`src/rtl/softmax_row_sched.sv`:
```
// Row scheduler: runs one softmax pass per row and rebases the engine's read addresses onto the row base.
// Latency: cfg_start -> sm_start 1 cycle; sampled done edge -> next sm_start 2 cycles; mem_* combinational.
// Backpressure: one row in flight; a fresh sm_done edge gates progress and the watchdog bounds a stalled row.
module softmax_row_sched #(
    parameter int ADDRSIZE = 16,
    parameter int ROWCNT_W = 8,
    parameter int TIMEOUT  = 1024
) (
    input  logic                clk,
    input  logic                reset,
    input  logic                cfg_start,
    input  logic [ADDRSIZE-1:0] cfg_base_addr,
    input  logic [ADDRSIZE-1:0] cfg_stride,
    input  logic [ADDRSIZE-1:0] cfg_addr_limit,
    input  logic [ROWCNT_W-1:0] cfg_num_rows,
    input  logic                abort,
    output logic                sm_start,
    output logic [ADDRSIZE-1:0] sm_addr_limit,
    input  logic                sm_done,
    input  logic [ADDRSIZE-1:0] sm_addr,
    input  logic [ADDRSIZE-1:0] sm_sub0_addr,
    input  logic [ADDRSIZE-1:0] sm_sub1_addr,
    output logic [ADDRSIZE-1:0] mem_addr,
    output logic [ADDRSIZE-1:0] mem_sub0_addr,
    output logic [ADDRSIZE-1:0] mem_sub1_addr,
    output logic [ROWCNT_W-1:0] row_idx,
    output logic                busy,
    output logic                batch_done,
    output logic                err
);
    localparam int WD_W = $clog2(TIMEOUT + 1);

    typedef enum logic [2:0] {S_IDLE, S_LAUNCH, S_WAIT, S_NEXT, S_FINISH} state_t;

    typedef struct packed {
        logic [ADDRSIZE-1:0] stride;
        logic [ROWCNT_W-1:0] num_rows;
    } cfg_t;

    state_t              state_q, state_d;
    cfg_t                cfg_q;
    logic [ADDRSIZE-1:0] row_base_q;
    logic [WD_W-1:0]     wdog_q;
    logic                sm_done_q;
    logic                done_rise;
    logic                accept;
    logic                adv;
    logic                timeout_hit;

    assign done_rise = sm_done & ~sm_done_q;
    assign busy      = (state_q != S_IDLE);

    assign mem_addr      = row_base_q + sm_addr;
    assign mem_sub0_addr = row_base_q + sm_sub0_addr;
    assign mem_sub1_addr = row_base_q + sm_sub1_addr;

    always_comb begin
        state_d     = state_q;
        accept      = 1'b0;
        adv         = 1'b0;
        timeout_hit = 1'b0;
        case (state_q)
            S_IDLE: begin
                if (cfg_start) begin
                    accept  = 1'b1;
                    state_d = (cfg_num_rows == '0) ? S_FINISH : S_LAUNCH;
                end
            end
            S_LAUNCH: state_d = S_WAIT;
            S_WAIT: begin
                // A done edge in the same cycle as expiry wins: the row did finish.
                if (done_rise) begin
                    state_d = S_NEXT;
                end else if (wdog_q == WD_W'(TIMEOUT - 1)) begin
                    timeout_hit = 1'b1;
                    state_d     = S_FINISH;
                end
            end
            S_NEXT: begin
                if (row_idx == cfg_q.num_rows - ROWCNT_W'(1)) begin
                    state_d = S_FINISH;
                end else begin
                    adv     = 1'b1;
                    state_d = S_LAUNCH;
                end
            end
            S_FINISH: state_d = S_IDLE;
            default:  state_d = S_IDLE;
        endcase
        if (abort && (state_q != S_IDLE)) begin
            state_d     = S_IDLE;
            adv         = 1'b0;
            timeout_hit = 1'b0;
        end
    end

    always_ff @(posedge clk or posedge reset) begin
        if (reset) begin
            state_q       <= S_IDLE;
            cfg_q         <= '0;
            row_base_q    <= '0;
            row_idx       <= '0;
            sm_addr_limit <= '0;
            wdog_q        <= '0;
            sm_done_q     <= 1'b1;
            sm_start      <= 1'b0;
            batch_done    <= 1'b0;
            err           <= 1'b0;
        end else begin
            state_q    <= state_d;
            sm_start   <= (state_d == S_LAUNCH);
            batch_done <= (state_d == S_FINISH);
            // Masking the edge detector at launch hides a done level left over from the previous row.
            sm_done_q  <= (state_q == S_LAUNCH) ? 1'b1 : sm_done;
            if (accept) begin
                cfg_q         <= '{stride: cfg_stride, num_rows: cfg_num_rows};
                sm_addr_limit <= cfg_addr_limit;
                row_base_q    <= cfg_base_addr;
                row_idx       <= '0;
                err           <= 1'b0;
            end
            if (adv) begin
                row_idx    <= row_idx + ROWCNT_W'(1);
                row_base_q <= row_base_q + cfg_q.stride;
            end
            if (state_q == S_LAUNCH) begin
                wdog_q <= '0;
            end else if (state_q == S_WAIT) begin
                wdog_q <= wdog_q + WD_W'(1);
            end
            if (timeout_hit) begin
                err <= 1'b1;
            end
        end
    end
endmodule

```
`config.mk`:
```
export PLATFORM = sky130hd
export DESIGN_NAME = softmax_row_sched
export DESIGN_NICKNAME = d
export VERILOG_FILES = /design/src/rtl/softmax_row_sched.sv
export SDC_FILE = /design/constraint.sdc
export NUM_CORES = 1
export LEC_CHECK = 0
export BUFFER_PORTS_ARGS = -buffer_cell sky130_fd_sc_hd__buf_2
export CAP_MARGIN = 20
export CORE_ASPECT_RATIO = 0.9
export CORE_MARGIN = 2
export CORE_UTILIZATION = 45
export DETAILED_ROUTE_END_ITERATION = 12
export MAX_ROUTING_LAYER = met4
export PLACE_DENSITY = 0.79
export SLEW_MARGIN = 10
export SYNTH_ARGS = -nofsm -noshare
export SYNTH_HDL_FRONTEND = slang
export SYNTH_SLANG_ARGS = --single-unit
```
`constraint.sdc`:
```
create_clock -name clk -period 4.6 [get_ports clk]
set_clock_uncertainty 0.15 [all_clocks]
set_input_delay 0.69 -clock clk [delete_from_list [all_inputs] [get_ports clk]]
set_output_delay 0.69 -clock clk [all_outputs]
set_load 0.03 [all_outputs]
```
After elaboration in Yosys (flattened, before gate mapping)
Cells that the tools add are included.
W data, S select, Z words.
Storage, ports and cells
  flip-flop bits (word level): 82
  input port bits: 109
  output and inout bits: 76
  word-level logic and storage cells: 59
Cells by class
  $add $sub $neg: 7
  eq/ne operators: 7
  mux-type cells: 25
  bitwise logic cells: 2
  reduce and logical (&&, ||, !) cells: 7
Operator list (number)
  $add A16 B16 Y16: 4
  $mux W16: 2
  $mux W11: 2
  $mux W3: 6
  $mux W8: 2
  $mux W1: 12
  $pmux W3 S4: 1
  $add A11 B1 Y11 const B: 1
  $eq A11 B10 Y1 const B: 1
  $add A8 B1 Y8 const B: 1
  $eq A8 B8 Y1: 1
  $logic_not A8 Y1: 1
  $sub A8 B1 Y8 const B: 1
  $eq A3 B1 Y1 const B: 2
  $eq A3 B2 Y1 const B: 2
  $reduce_bool A2 Y1: 3
  $eq A3 B3 Y1 const B: 1
  $logic_not A3 Y1: 1
  $reduce_bool A3 Y1: 1
  $and A1 B1 Y1: 1
  $logic_and A1 B1 Y1: 1
  $not A1 Y1: 1

Depth between registers and ports, before layout
Gate-level depths: netlist (run 1).
  word-level depth: 6
  gate-level depth with buffers: 12
  depth with buffers taken out: 11

Least setup slack after synthesis (run 1)
OpenSTA, ideal clock, no wires.
  path type: input port to output port
  from: input sm_addr[1]
  to: output mem_addr[11]
  data arrival time: 2.946 ns
  path slack: 0.814 ns
  stages on the path: 9
  cells stage by stage: ha_1 > a21o_1 > a21oi_1 > o21bai_1 > o41a_1 > a21o_1 > a2111oi_0 > nor3_1 > xor2_1
Between the ends
  longest elaborated chain between the ends: 1
RTL lines
  start, declared: RTL line 20  | input logic [ADDRSIZE-1:0] sm_addr,
  $add A16 B16 Y16: RTL line 53  | assign mem_addr = row_base_q + sm_addr;
  end, declared: RTL line 23  | output logic [ADDRSIZE-1:0] mem_addr,
No other way between the ends.

Worst setup path in the final report (run 1)
  from: register row_base_q[1]
  to: output mem_sub0_addr[14]
Between the ends
  longest elaborated chain between the ends: 1
RTL lines
  start, declared: RTL line 42  | logic [ADDRSIZE-1:0] row_base_q;
  start signal, assigned: RTL line 118  | row_base_q <= cfg_base_addr;
  start signal, assigned: RTL line 124  | row_base_q <= row_base_q + cfg_q.stride;
  $add A16 B16 Y16: RTL line 54  | assign mem_sub0_addr = row_base_q + sm_sub0_addr;
  end, declared: RTL line 24  | output logic [ADDRSIZE-1:0] mem_sub0_addr,
No other way between the ends.

==> metrics.csv, run 1 <==
stage;metric;value;unit
status;status;completed;
critical_path;Slowest-stage cell, CP;o32ai_1;
placed_design;Placer Congestion;0.9349;
drt;Final Routed Wirelength;16.08;mm
critical_path;Worst setup SP type;flip-flop;
clock_tree;Bufs on Longest Clock Path;2;
drt;Vias/cell;5.339;
timing;minimum clock period;4.192;ns
finish;most common cell after layout, fill and taps aside;buf_2;
global_route;vias in the first global route;5560;
synthesis;Mapped Area;6319;µm²
synthesis;EDFF count, synth;0;
drt;routed len/inst;14.27;µm
timing;# setup viols final;0;
critical_path;CP arrival;3.35;ns
floorplanning;num rows;41;
finish;Util after Layout;55.73;%
critical_path;reg2reg path depth;9;
finish;# nets final;1123;
clock_tree;Clock transition at path regs;0.06;ns
critical_path;crit path from;row_base_q[1];
critical_path;reg2reg end;row_base_q[0];
drt;Final ANT Viol Nets;0;
hold_path;hold depth;2;
flow_run;# Max-Cap Violations;0;
critical_path;worst reg2reg startpoint;cfg_q[0];
clock_tree;CTS tree;yes;
hold_path;Hold Crit Class;flip-flop to flip-flop;
drt;initial drt markers;287;
floorplanning;# IOs;185;
synthesis;synth warn;0;
floorplanning;die height;116.4;µm
power;Pleak;4.034;nW
hold_path;Hold Crit Start;sm_addr_limit[4];
clock_tree;clk sinks;82;
finish;area grow syn2layout;22.16;%
synthesis;syn_area_per_cell;8.217;µm²
finish;multi-input logic area;4064;µm²
synthesis;ys flop type;dfrtp_1;
drt;via count;6017;
synthesis;post-synthesis sequential area ratio;32.50;%
synthesis;Synth cell types;56;
drt;drt drc;0;
timing;timing-limited maximum frequency;238.6;MHz
synthesis;syn nets;945;
placed_design;hpwl dp;12.56;mm
critical_path;Req. time, crit path;3.76;ns
global_route;grt total ovfl;0;
critical_path;CP max FO;5;
power;Pwr Density;849.4;nW/µm²
clock_tree;# resized after CTS;0;
synthesis;number of synthesized register bits;82;
timing;Max Slew Vio Count;0;
finish;fraction of final layout cells sized beyond drive strength 1;22.58;%
global_route;Total GRT Usage;22.11;%
timing;max-slew headroom at the worst pin;39.57;%
critical_path;max incr delay on CP;0.51;ns
power;maximum vdd ir drop;510.0;µV
clock_tree;clock latency on the worst-skew pair;0.33;ns
synthesis;Async S/R FF share, synth;100.0;%
timing;unrepaired setup endpoints after global routing;no;
global_route;largest net degree at the start of global routing;59;
timing;Worst Tran Pin Value;0.9054;ns
timing;Tcrit/Tclk final;91.12;%
critical_path;flop2flop setup slack;1.14;ns
synthesis;cell count after synthesis;769;
clock_tree;TritonCTS buffer count;9;
hold_path;Hold Path End;sm_addr_limit[4];
clock_tree;CTS hold repair buffers;0;
critical_path;worst path cell trace;inv_1 -> fa_1 -> nor2b_1 -> o21ai_0 -> a21boi_0 -> o32ai_1 -> o21ai_0 -> a21o_1 -> a21oi_1 -> xnor2_1 -> buf_2;
floorplanning;Chip Width;128.9;µm
clock_tree;clock root buffer;clkbuf_16;
critical_path;Worst path most repeated cell;o21ai_0;
floorplanning;initial core utilization;45.62;%
floorplanning;core area;13850;µm²
finish;Register Area;2053;µm²
drt;DR pass1 iterations;4;
global_route;first-pass GRT wire length;25.94;mm
placed_design;I/O Buffers;184;
finish;# fillers;1304;
finish;commonest cells after routing, fill and taps aside;184 x buf_2, 171 x nand2_1, 81 x dfrtp_1;
floorplanning;Die ar.;15010;µm²
critical_path;Crit Path Class;flip-flop to output pin;
clock_tree;post-CTS setup buffer count;0;
timing;TNS Setup;0;ns
critical_path;crit end category;output pin;
timing;final hold violation count;0;
global_route;initial antenna violation count;3;
clock_tree;H-tree levels;3;
==> logic make-up (layout without fill, tap and decap cells) <==
family                   count (synthesis)  after routing  synth area share [%]
AND/OR/NAND/NOR                        300            300                 20.71
AO/OA/AOI/OAI                          199            199                 20.16
flip-flops                              82             82                 32.50
adder cells (fa/ha/maj)                 67             67                 13.74
XOR/XNOR                                65             65                 9.010
buffers and inverters                   52            235                 3.247
multiplexers                             4              4                0.6337
other                                    0              3                     0
==> registers in the layout (all words and copies together), names as in the netlist <==
| signal | flops |
|---|---|
| batch_done | 1 |
| cfg_q | 24 |
| err | 1 |
| row_base_q | 16 |
| row_idx | 8 |
| sm_addr_limit | 16 |
| sm_done_q | 1 |
| sm_start | 1 |
| state_q | 3 |
| wdog_q | 11 |
==> synth_stat cells, types with 2 or more instances <==
master / number / share of area (%)
a31o_2: 2 / 0.28
nor3_1: 11 / 0.87
nor3b_1: 3 / 0.36
a21oi_1: 49 / 3.9
dfrtp_1: 81 / 32
and3_1: 8 / 0.79
a22oi_1: 2 / 0.24
ha_1: 63 / 12
a21boi_0: 4 / 0.48
a211oi_1: 7 / 0.83
clkbuf_1: 17 / 1.0
o211ai_1: 2 / 0.24
o21a_1: 16 / 1.9
o31ai_1: 4 / 0.48
a2111oi_0: 3 / 0.42
nand4_1: 5 / 0.50
nand3_1: 17 / 1.3
or4_1: 3 / 0.36
mux2i_1: 4 / 0.63
and2_1: 2 / 0.20
nor2_1: 49 / 2.9
a22o_1: 2 / 0.28
nand2b_1: 10 / 0.99
nand3b_1: 3 / 0.36
a31oi_1: 12 / 1.2
o21bai_1: 7 / 0.83
xor2_1: 23 / 3.2
nor2b_1: 9 / 0.89
fa_1: 4 / 1.3
a311oi_1: 2 / 0.28
a221oi_1: 2 / 0.28
or3_1: 3 / 0.30
o21ai_0: 49 / 3.9
buf_1: 3 / 0.18
inv_1: 28 / 1.7
buf_2: 2 / 0.16
xnor2_1: 42 / 5.8
a21o_1: 27 / 3.2
nand2_1: 172 / 10
==> per-stage QoR <==
step / total power (W) / hold WS [ns] / area, µm² / worst slack (ns) / cells
2_1_floorplan: 0.004720 / 0.3023 / 6319 / 0.8144 / 769
3_3_place_gp: 0.005779 / 0.3037 / 7408 / 0.4898 / 1108
3_5_place_dp: 0.005843 / 0.3075 / 7408 / 0.4511 / 1108
4_1_cts: 0.006583 / 0.3238 / 7711 / 0.3155 / 1124
5_1_grt: 0.007122 / 0.3465 / 7719 / 0.1121 / 1127
6_report: 0.006556 / 0.3155 / 7719 / 0.4084 / 1127
==> worst max path at each step <==
stage,endpoint
3_5_place_dp,mem_sub0_addr[14]
2_1_floorplan,mem_addr[11]
3_3_place_gp,mem_sub0_addr[14]
5_1_grt,mem_sub0_addr[14]
6_report,mem_sub0_addr[14]
4_1_cts,mem_sub0_addr[14]
==> worst max-delay path: cells and delay by family (launching register included) <==
kind	cells	cell delay [ns]
xor gates and xnor gates	1	0.13
and+or+nand+nor	1	0.05
buffers and inverters	2	0.49
DFF	1	0.46
AOI/OAI and AO/OA	6	1.62
adders and majority gates	1	0.27
==> routing by layer <==
metal  GRT usage [%]  routed length, µm  vias up
met5               -                  0        -
met3           4.169               1136       18
met1           30.11               7616     2748
met4           6.304                259        0
met2           33.90               7070      189
li1                -                  -     3062
==> final cells by class <==
cell class | instances | area share, %
repair buffers | 190 | 12.51
well taps | 172 | 2.788
multi-input cells | 635 | 52.65
clock inverters | 1 | 0.06484
diodes | 3 | 0.09726
clock buffers | 15 | 3.858
inverters | 29 | 1.426
flip-flops and latches | 82 | 26.60
==> report_power, final <==
| part | internal [W] | switching, W |
|---|---|---|
| Clock | 0.000439 | 0.000272 |
| Combinational | 0.00167 | 0.00289 |
| Sequential | 0.000987 | 0.000298 |
| Total | 0.00309 | 0.00346 |
Note: power is estimated with default switching activity, not from simulation.
==> run 2: changes to the inputs <==
--- a/config.mk
+++ b/config.mk
@@ -12,7 +12,7 @@
 export CORE_UTILIZATION = 45
 export DETAILED_ROUTE_END_ITERATION = 12
 export MAX_ROUTING_LAYER = met4
-export PLACE_DENSITY = 0.79
+export PLACE_DENSITY = 0.71
 export SLEW_MARGIN = 10
 export SYNTH_ARGS = -nofsm -noshare
 export SYNTH_HDL_FRONTEND = slang
==> metrics.csv, run 2 (synthesized netlist as in run 1, its figures left out) <==
stage;metric;value;unit
placed_design;I/O Buffers;184;
global_route;grt total ovfl;0;
clock_tree;clk sinks;82;
timing;Tcrit/Tclk final;89.21;%
critical_path;Worst path depth;11;
status;status;completed;
finish;# nets final;1123;
drt;Final Routed Wirelength;16.01;mm
timing;timing-limited maximum frequency;243.7;MHz
drt;initial drt markers;253;
floorplanning;Die ar.;15010;µm²
power;Pleak;4.038;nW
critical_path;Req. time, crit path;3.76;ns
global_route;initial antenna violation count;4;
clock_tree;clock latency on the worst-skew pair;0.34;ns
timing;Hold Worst Slack;0.3235;ns
critical_path;worst path cell trace;inv_1 -> fa_1 -> nor2b_1 -> o21ai_0 -> a21boi_0 -> o32ai_1 -> o21ai_0 -> a21o_1 -> a21oi_1 -> xnor2_1 -> buf_2;
clock_tree;Clock transition at path regs;0.06;ns
critical_path;reg2reg path depth;8;
critical_path;CP top delay family;compound AO/OA/AOI/OAI gates;
global_route;vias in the first global route;5594;
floorplanning;core area;13850;µm²
timing;Worst Tran Pin Value;0.8327;ns
timing;minimum clock period;4.104;ns
flow_run;# Max-Cap Violations;0;
timing;TNS Setup;0;ns
finish;multi-input logic area;4064;µm²
critical_path;worst reg2reg startpoint;cfg_q[0];
critical_path;crit end category;output pin;
finish;Util after Layout;55.87;%
finish;top flop regs;cfg_q (24), row_base_q (16), sm_addr_limit (16);
hold_path;Hold Crit Start;sm_addr_limit[4];
clock_tree;clock root buffer;clkbuf_16;
hold_path;hold depth;2;
hold_path;Hold Path End;sm_addr_limit[4];
critical_path;Worst setup SP type;flip-flop;
clock_tree;CTS hold repair buffers;0;
clock_tree;H-tree levels;3;
critical_path;flop2flop setup slack;0.91;ns
finish;fraction of final layout cells sized beyond drive strength 1;22.58;%
floorplanning;die height;116.4;µm
drt;Final ANT Viol Nets;0;
drt;DR pass1 iterations;4;
global_route;Total GRT Usage;22.31;%
drt;drt drc;0;
critical_path;CP bufs+invs;2;
timing;Max Slew Vio Count;0;
timing;final hold violation count;0;
power;Pwr Density;852.9;nW/µm²
critical_path;Worst path most repeated cell;o21ai_0;
floorplanning;# IOs;185;
floorplanning;initial core utilization;45.62;%
placed_design;hpwl dp;12.41;mm
critical_path;CP max FO;5;
critical_path;reg2reg end;row_base_q[0];
finish;Register Area;2053;µm²
clock_tree;post-CTS setup buffer count;0;
finish;# fillers;1309;
critical_path;max incr delay on CP;0.48;ns
finish;area grow syn2layout;22.48;%
finish;most common cell after layout, fill and taps aside;buf_2;
clock_tree;Bufs on Longest Clock Path;2;
hold_path;Hold Crit Class;flip-flop to flip-flop;
power;maximum vdd ir drop;593.4;µV
finish;Most flops, register;cfg_q;
floorplanning;num rows;41;
timing;# setup viols final;0;
critical_path;crit path from;row_base_q[1];
drt;Vias/cell;5.301;
finish;commonest cells after routing, fill and taps aside;184 x buf_2, 171 x nand2_1, 81 x dfrtp_1;
critical_path;Crit Path Class;flip-flop to output pin;
finish;max reg flops;24;
drt;via count;5980;
global_route;largest net degree at the start of global routing;59;
clock_tree;TritonCTS buffer count;9;
floorplanning;Chip Width;128.9;µm
critical_path;CP arrival;3.26;ns
global_route;first-pass GRT wire length;26.39;mm
clock_tree;# resized after CTS;0;
critical_path;Slowest-stage cell, CP;o32ai_1;
timing;unrepaired setup endpoints after global routing;no;
drt;routed len/inst;14.19;µm
clock_tree;CTS tree;yes;
placed_design;Placer Congestion;0.9074;
timing;max-slew headroom at the worst pin;44.42;%
run 2: tightest hold or removal path, stage by stage, from the launching register on:
cell and delay, ns:
dfrtp_1 0.34, nand2_1 0.05, nand2_1 0.05
run 2: final cells by class:
cell class / instances / share of cell area, %
Antenna cell: 4 / 0.1293
Clock buffer: 11 / 3.137
Clock inverter: 5 / 1.002
Inverter: 29 / 1.423
Multi-Input combinational cell: 635 / 52.51
Sequential cell: 82 / 26.53
Tap cell: 172 / 2.781
Timing Repair Buffer: 190 / 12.48
run 2: worst max path at each step:
stage,endpoint,slack (ns)
CTS,mem_sub0_addr[14],0.37
global placement,mem_sub0_addr[14],0.51
floorplan,mem_addr[11],0.81
detailed placement,mem_sub0_addr[14],0.50
finish,mem_sub0_addr[14],0.50
global route,mem_sub0_addr[14],0.1
run 2: where the power goes:
group	switching [W]	internal, W
Combinational	0.00287	0.00167
Sequential	0.000293	0.000986
Clock	0.000291	0.000489
Total	0.00346	0.00314
run 2: metal layers:
metal / GRT usage [%] / part of all wire [%] / vias to the layer above
met2: 34.60 / 43 / 179
met5: - / 0 / -
li1: - / - / 3059
met4: 6.304 / 1.8 / 0
met1: 30.72 / 49 / 2724
met3: 3.161 / 6.2 / 18
run 2: metrics by stage:
step	std cells	setup slack (ns)	cell area, µm²	power, W
5_1_grt	1128	0.09588	7739	0.007173
6_report	1128	0.4965	7739	0.006601
2_1_floorplan	769	0.8144	6319	0.004720
4_1_cts	1124	0.3722	7729	0.006641
3_5_place_dp	1108	0.4965	7408	0.005833
3_3_place_gp	1108	0.5135	7408	0.005793
